## src/rtl/vs_mp_iteration_controller_pkg.sv

```systemverilog
// vs_mp_iteration_controller_pkg: shared types, FSM codes and fixed-point limits for the MP controller
package vs_mp_iteration_controller_pkg;
  localparam int SIGNAL_SIZE_DEFAULT = 4;
  localparam int DICTIONARY_SIZE_DEFAULT = 8;
  localparam int SPARSITY_LEVEL_DEFAULT = 2;
  localparam int FP_DATA_BUS_WIDTH = 32;
  localparam logic signed [FP_DATA_BUS_WIDTH-1:0] FP_SAT_MAX = {1'b0, {(FP_DATA_BUS_WIDTH-1){1'b1}}};
  localparam logic signed [FP_DATA_BUS_WIDTH-1:0] FP_SAT_MIN = {1'b1, {(FP_DATA_BUS_WIDTH-1){1'b0}}};
  typedef enum logic [1:0] {
    COMPUTE_INNER_PRODUCTS = 2'd0,
    UPDATE_RESIDUAL = 2'd1
  } vs_sensing_matrix_command_t;
  typedef logic [3:0] vs_mp_ctrl_state_t;
  localparam vs_mp_ctrl_state_t IDLE = 4'd0;
  localparam vs_mp_ctrl_state_t CLEAR_X = 4'd1;
  localparam vs_mp_ctrl_state_t COPY_Y = 4'd2;
  localparam vs_mp_ctrl_state_t CHECK = 4'd3;
  localparam vs_mp_ctrl_state_t SWEEP = 4'd4;
  localparam vs_mp_ctrl_state_t MAX_WAIT = 4'd5;
  localparam vs_mp_ctrl_state_t X_RD = 4'd6;
  localparam vs_mp_ctrl_state_t X_WAIT = 4'd7;
  localparam vs_mp_ctrl_state_t X_WR = 4'd8;
  localparam vs_mp_ctrl_state_t RES = 4'd9;
  localparam vs_mp_ctrl_state_t RES_WAIT = 4'd10;
  localparam vs_mp_ctrl_state_t FINISH = 4'd11;
endpackage

```

## src/rtl/vs_fp_sat_adder.sv

```systemverilog
// vs_fp_sat_adder: combinational DW-bit signed add clamped to the representable range
module vs_fp_sat_adder #(
  parameter int DW = 32
) (
  input logic signed [DW-1:0] a,
  input logic signed [DW-1:0] b,
  output logic signed [DW-1:0] sum
);
  logic signed [DW:0] full;
  assign full = $signed({a[DW-1], a}) + $signed({b[DW-1], b});
  assign sum = full[DW] != full[DW-1] ? (full[DW] ? {1'b1, {(DW-1){1'b0}}} : {1'b0, {(DW-1){1'b1}}}) : full[DW-1:0];
endmodule

```

## src/rtl/vs_mp_iteration_controller.sv

```systemverilog
// vs_mp_iteration_controller: matching-pursuit run sequencer (clear x, copy y->r, K iterations); optional VS_MP_EARLY_STOP_EN
module vs_mp_iteration_controller
  import vs_mp_iteration_controller_pkg::*;
#(
  parameter int M = SIGNAL_SIZE_DEFAULT,
  parameter int N = DICTIONARY_SIZE_DEFAULT,
  parameter int K = SPARSITY_LEVEL_DEFAULT,
  parameter int DW = FP_DATA_BUS_WIDTH,
`ifdef VS_MP_EARLY_STOP_EN
  parameter logic signed [DW-1:0] THRESH = '0,
`endif
  localparam int MAW = M > 1 ? $clog2(M) : 1,
  localparam int NAW = $clog2(N),
  localparam int KW = K > 0 ? $clog2(K + 1) : 1
) (
  input logic clock,
  input logic reset_n,
  input logic start,
  input logic abort,
  output logic done,
  output logic busy,
  output logic aborted,
`ifdef VS_MP_EARLY_STOP_EN
  output logic early_stop,
`endif
  output logic [KW-1:0] iterations,
  output logic [MAW-1:0] y_read_addr,
  input logic signed [DW-1:0] y_read_data,
  output logic r_write_enable,
  output logic [MAW-1:0] r_write_addr,
  output logic signed [DW-1:0] r_write_data,
  output logic [NAW-1:0] x_read_addr,
  input logic signed [DW-1:0] x_read_data,
  output logic x_write_enable,
  output logic [NAW-1:0] x_write_addr,
  output logic signed [DW-1:0] x_write_data,
  output vs_sensing_matrix_command_t dp_command,
  output logic dp_start,
  input logic dp_done,
  output logic [NAW-1:0] dp_atom,
  output logic signed [DW-1:0] dp_coef,
  input logic [NAW-1:0] mx_location,
  input logic signed [DW-1:0] mx_value,
  input logic mx_batch_done
);
  localparam int CW = $clog2((M > N ? M : N) + 1);
  vs_mp_ctrl_state_t state, state_n, after_max;
  logic [CW-1:0] cnt, cnt_m1;
  logic [KW-1:0] iter;
  logic [NAW-1:0] loc;
  logic signed [DW-1:0] coef, cur_coef, sat_sum;
  logic got_max, take_max, have_max, stop_now, abort_q, aborted_q, abort_hit, start_hit, at_k;
  assign abort_hit = abort && state != IDLE;
  assign start_hit = start && state == IDLE;
  assign at_k = iter == KW'(K);
  assign take_max = mx_batch_done && !got_max && (state == SWEEP || state == MAX_WAIT);
  assign have_max = got_max || take_max;
  assign cur_coef = got_max ? coef : mx_value;
  assign cnt_m1 = cnt - 1'b1;
`ifdef VS_MP_EARLY_STOP_EN
  logic [DW:0] mag;
  assign mag = cur_coef[DW-1] ? -{cur_coef[DW-1], cur_coef} : {cur_coef[DW-1], cur_coef};
  assign stop_now = $signed(mag) <= $signed({THRESH[DW-1], THRESH});
`else
  assign stop_now = 1'b0;
`endif
  assign after_max = stop_now ? FINISH : X_RD;
  vs_fp_sat_adder #(.DW(DW)) u_sat (
    .a(x_read_data),
    .b(coef),
    .sum(sat_sum)
  );
  // next state: walk the run sequence; abort from any busy state drops straight to IDLE
  always_comb begin
    state_n = state;
    case (state)
      IDLE: state_n = start ? CLEAR_X : IDLE;
      CLEAR_X: state_n = cnt == CW'(N - 1) ? COPY_Y : CLEAR_X;
      COPY_Y: state_n = cnt == CW'(M) ? CHECK : COPY_Y;
      CHECK: state_n = at_k ? FINISH : SWEEP;
      SWEEP: state_n = !dp_done ? SWEEP : have_max ? after_max : MAX_WAIT;
      MAX_WAIT: state_n = take_max ? after_max : MAX_WAIT;
      X_RD: state_n = X_WAIT;
      X_WAIT: state_n = X_WR;
      X_WR: state_n = RES;
      RES: state_n = RES_WAIT;
      RES_WAIT: state_n = dp_done ? CHECK : RES_WAIT;
      FINISH: state_n = IDLE;
      default: state_n = IDLE;
    endcase
    if (abort_hit) state_n = IDLE;
  end
  // run registers: step counter, iteration count, latched max result and status flags
  always_ff @(posedge clock or negedge reset_n) begin
    if (!reset_n) begin
      state <= IDLE;
      cnt <= '0;
      iter <= '0;
      aborted_q <= 1'b0;
      abort_q <= 1'b0;
      got_max <= 1'b0;
      loc <= '0;
      coef <= '0;
    end else begin
      state <= state_n;
      cnt <= state_n != state ? '0 : cnt + 1'b1;
      abort_q <= abort_hit;
      if (start_hit) begin
        iter <= '0;
        aborted_q <= 1'b0;
      end else if (abort_hit) aborted_q <= 1'b1;
      else if (state == RES_WAIT && dp_done) iter <= iter + 1'b1;
      got_max <= state == CHECK ? 1'b0 : got_max | take_max;
      if (take_max) begin
        loc <= mx_location;
        coef <= mx_value;
      end
    end
  end
`ifdef VS_MP_EARLY_STOP_EN
  // early-stop flag: raised when a weak max ends the run, dropped on the next accepted start
  always_ff @(posedge clock or negedge reset_n) begin
    if (!reset_n) early_stop <= 1'b0;
    else if (start_hit) early_stop <= 1'b0;
    else if ((state == SWEEP || state == MAX_WAIT) && state_n == FINISH) early_stop <= 1'b1;
  end
`endif
  assign busy = state != IDLE;
  assign done = (state == FINISH && !abort) || abort_q;
  assign aborted = aborted_q;
  assign iterations = iter;
  assign y_read_addr = state == COPY_Y ? cnt[MAW-1:0] : '0;
  assign r_write_enable = state == COPY_Y && cnt != '0 && !abort;
  assign r_write_addr = state == COPY_Y ? cnt_m1[MAW-1:0] : '0;
  assign r_write_data = state == COPY_Y ? y_read_data : '0;
  assign x_read_addr = loc;
  assign x_write_enable = (state == CLEAR_X || state == X_WR) && !abort;
  assign x_write_addr = state == CLEAR_X ? cnt[NAW-1:0] : loc;
  assign x_write_data = state == X_WR ? sat_sum : '0;
  assign dp_command = state == RES ? UPDATE_RESIDUAL : COMPUTE_INNER_PRODUCTS;
  assign dp_start = !abort && (state == RES || (state == CHECK && !at_k));
  assign dp_atom = loc;
  assign dp_coef = coef;
endmodule

```

## config.mk

```make
export PLATFORM = sky130hd
export DESIGN_NAME = vs_mp_iteration_controller
export DESIGN_NICKNAME = d
export VERILOG_FILES = /design/src/rtl/vs_mp_iteration_controller_pkg.sv /design/src/rtl/vs_fp_sat_adder.sv /design/src/rtl/vs_mp_iteration_controller.sv
export SDC_FILE = /design/constraint.sdc
export NUM_CORES = 1
export LEC_CHECK = 0
export BUFFER_PORTS_ARGS = -buffer_cell sky130_fd_sc_hd__buf_2
export CORE_MARGIN = 5
export CORE_UTILIZATION = 51
export DETAILED_ROUTE_END_ITERATION = 10
export GPL_ROUTABILITY_DRIVEN = 0
export GPL_TIMING_DRIVEN = 0
export PLACE_DENSITY = 0.85
export SYNTH_ARGS = -nofsm -noshare
export SYNTH_HDL_FRONTEND = slang
export SYNTH_SLANG_ARGS = --single-unit
```

## constraint.sdc

```tcl
create_clock -name clock -period 4.8 [get_ports clock]
set_clock_uncertainty 0.15 [all_clocks]
set_input_delay 0.24 -clock clock [delete_from_list [all_inputs] [get_ports clock]]
set_output_delay 0.24 -clock clock [all_outputs]
set_load 0.005 [all_outputs]
```

==> flow_metrics.env <==
export IMPL_vias_per_cell=5.63
export IMPL_synth_area_um2=4530
export IMPL_antenna_left=0
export IMPL_finalHoldViolCount=0
export IMPL_fmax_ghz=0.244
export IMPL_yosysWarnings=0
export IMPL_ir_drop_mv=0.232
export IMPL_dieArea_um2=10900
export IMPL_final_util_pct=68.1
export IMPL_cts_buffer_depth=2
export IMPL_grt_pass1_vias=4845
export IMPL_worstMarginPinSlew_ns=1.14
export IMPL_synth_cells=510
export IMPL_synth_top_area_share_pct=26.5
export IMPL_final_max_slew_viol_count=0
export IMPL_pin_count=224
export IMPL_crit_buf_inv=2
export IMPL_hold_path_class="in2async"
export IMPL_drc=0
export IMPL_path_max_fanout=10
export IMPL_power_density_nw_per_um2=264
export IMPL_cts_root_buffer="clkbuf_8"
export IMPL_finalNetCount=881
export IMPL_cts_setup_buffers=0
export IMPL_synth_edf_count=0
export IMPL_post_drt_wl_per_cell_um=16.8
export IMPL_area_growth_pct=30.4
export IMPL_crit_start="dp_coef[0]"
export IMPL_worstSetupEndpointType="output port"
export IMPL_rsz0062_at_grt="no"
export IMPL_timing_rr_start="state[3]"
export IMPL_antenna_found_initial=0
export IMPL_postSynthAreaPerCell_um2=8.88
export IMPL_drt_first_iter_violations=196
export IMPL_final_cell_mix="buf_2 (224), a21oi_1 (48), dfrtp_1 (48)"
export IMPL_drv_cap=0
export IMPL_ys_seq_area_share_pct=26.5
export IMPL_first_pass_iters=5
export IMPL_max_slew_margin_pct=24.2
export IMPL_die_h_um=104
export IMPL_cts_tree="built"
export IMPL_grt_max_degree=49
export IMPL_slowest_stage="a211oi_1"
export IMPL_route_vias_total=4783
export IMPL_synthFlopType="dfrtp_1"
export IMPL_grt_pass1_wl_mm=22.7
export IMPL_synth_area_top_cells="dfrtp_1 (27%), ha_1 (9.7%), mux2_2 (9.4%)"
export IMPL_cts_sinks=48
export IMPL_critical_path_class="reg2out"
export IMPL_die_x_um=104
export IMPL_wirelength_mm=14.3
export IMPL_clock_latency_ns=0.30
export IMPL_ctsResizeCount=0
export IMPL_tns_ns=0
export IMPL_buffer_ports_inserted=221
export IMPL_dp_hpwl_mm=11.9
export IMPL_synth_top_area_cell="dfrtp_1"
export IMPL_synth_seq_cells=48
export IMPL_arrival_ns=3.71
export IMPL_numCtsBuffers=5
export IMPL_track_usage_pct=24.6
export IMPL_rows=34
export IMPL_synth_nets=651
export IMPL_start_kind="flop"
export IMPL_core_area_um2=8680
export IMPL_cp_slowest_stage_delay_ns=0.63
export IMPL_setup_violations=0
export IMPL_initial_core_util_pct=52.2
export IMPL_cp_cell_sequence="ha_1, fa_1, a21oi_1, nand4b_1, a32oi_1, a211oi_1, a31o_2, o22ai_2, and3_4, nand2_8, buf_8, nand2_2, buf_2"
export IMPL_yosysUniqueCellTypes=66
export IMPL_period_needed_ns=4.10
export IMPL_status="complete, no violations"
export IMPL_power_w=0.00156
export IMPL_cp_data_required_time_ns=4.41
export IMPL_final_common_cell="buf_2"
export IMPL_drive_above_1_share_pct=42.4
export IMPL_htreeDepth=2
export IMPL_cpLargestDelayFamily="compound AO/OA/AOI/OAI gates"
export IMPL_final_design_area_no_fill_um2=5910
export IMPL_async_reset_ff_share_pct=100
export IMPL_leakage_nw=3.26
export IMPL_cts_reportedPaths_clkPinSlew_ns=0.10
export IMPL_period_share_pct=85.4
export IMPL_place_area_um2=5770
export IMPL_n_antenna_cell=0
export IMPL_grt_overflow_total=0
==> synthesized netlist by cell type (7+ instances only) <==
cell type and number:
ha_1 35, nand3_1 14, nor2_1 37, nor3_1 7, dfrtp_1 48, and2_1 39
clkbuf_1 14, o21ai_2 20, nand2_1 28, xor2_1 13, xnor2_1 23, mux2_2 38
a21o_1 9, o21ai_0 17, inv_1 14, a21oi_1 48
==> sequential cells by signal, indices dropped and copies added (netlist names) <==
signal and count:
dp_coef 32, cnt 4, state 4, dp_atom 3, iterations 2, abort_q 1
aborted 1, got_max 1
==> worst register-to-register path, stage by stage, from the launching register on <==
cell	delay, ns
dfrtp_1	0.46
nor2_1	0.24
and4b_1	0.25
clkbuf_1	0.43
clkbuf_1	0.59
mux2_2	0.43
==> metal layers <==
metal / GRT usage, % / wire, µm
met5: 0 / 0
met4: 5.83 / 260
met3: 5.52 / 1280
met2: 44.6 / 7230
met1: 29.4 / 5510
==> through the flow <==
step | hold WS [ns] | setup WS (ns) | cells
2_1_floorplan | -0.206 | 1.70 | 510
3_3_place_gp | 0.312 | 1.21 | 839
3_5_place_dp | 0.318 | 1.09 | 839
4_1_cts | 0.000909 | 0.736 | 848
5_1_grt | 0.00369 | 0.549 | 849
6_report | 0.00719 | 0.699 | 849
==> final cells by class <==
class                   instances  area (µm²)
clock buffers                   5        68.8
multi-input cells             423        3110
inverters                      14        52.6
clock inverters                 3        46.3
fillers                       740        2770
repair buffers                223        1130
well taps                     108         135
plain buffers                  25         168
flip-flops and latches         48        1200
==> timing repair <==
| action | in CTS | in global routing |
|---|---|---|
| endpoints found under the hold margin | 1 | 1 |
| hold buffers | 1 | 1 |
| setup endpoints to repair | 0 | 0 |
==> path summary, 6_finish.rpt <==
check | endpoint | slack, ns | depth (start not counted)
min in group clock | dp_coef[28] | 0.01 | 2
hold / removal | dp_coef[11] | 0.007 | 1
setup / recovery | x_write_data[0] | 0.70 | 13
hold reg to reg | aborted | 0.34 | 2
max in group asynchronous | cnt[2] | 3.81 | 1
setup reg to reg | dp_coef[16] | 2.15 | 5
==> kinds of logic (layout without fill, tap and decap cells) <==
| group | count (synthesis) | count (layout) | synth area share, % |
|---|---|---|---|
| compound gates | 146 | 146 | 21.9 |
| xor+xnor | 36 | 36 | 6.96 |
| fa+ha+maj | 36 | 36 | 10.1 |
| buf+inv | 39 | 270 | 4.86 |
| flops | 48 | 48 | 26.5 |
| mux | 39 | 39 | 9.67 |
| other cells | 1 | 1 | 0.0828 |
| simple gates | 165 | 165 | 19.9 |
==> power by group <==
| group | switching, W | internal, W |
|---|---|---|
| combinational | 0.000417 | 0.000323 |
| clock | 0.000151 | 0.000157 |
| sequential | 0.0000499 | 0.000460 |
| total | 0.000618 | 0.000940 |
Note: power is estimated with default switching activity, not from simulation.
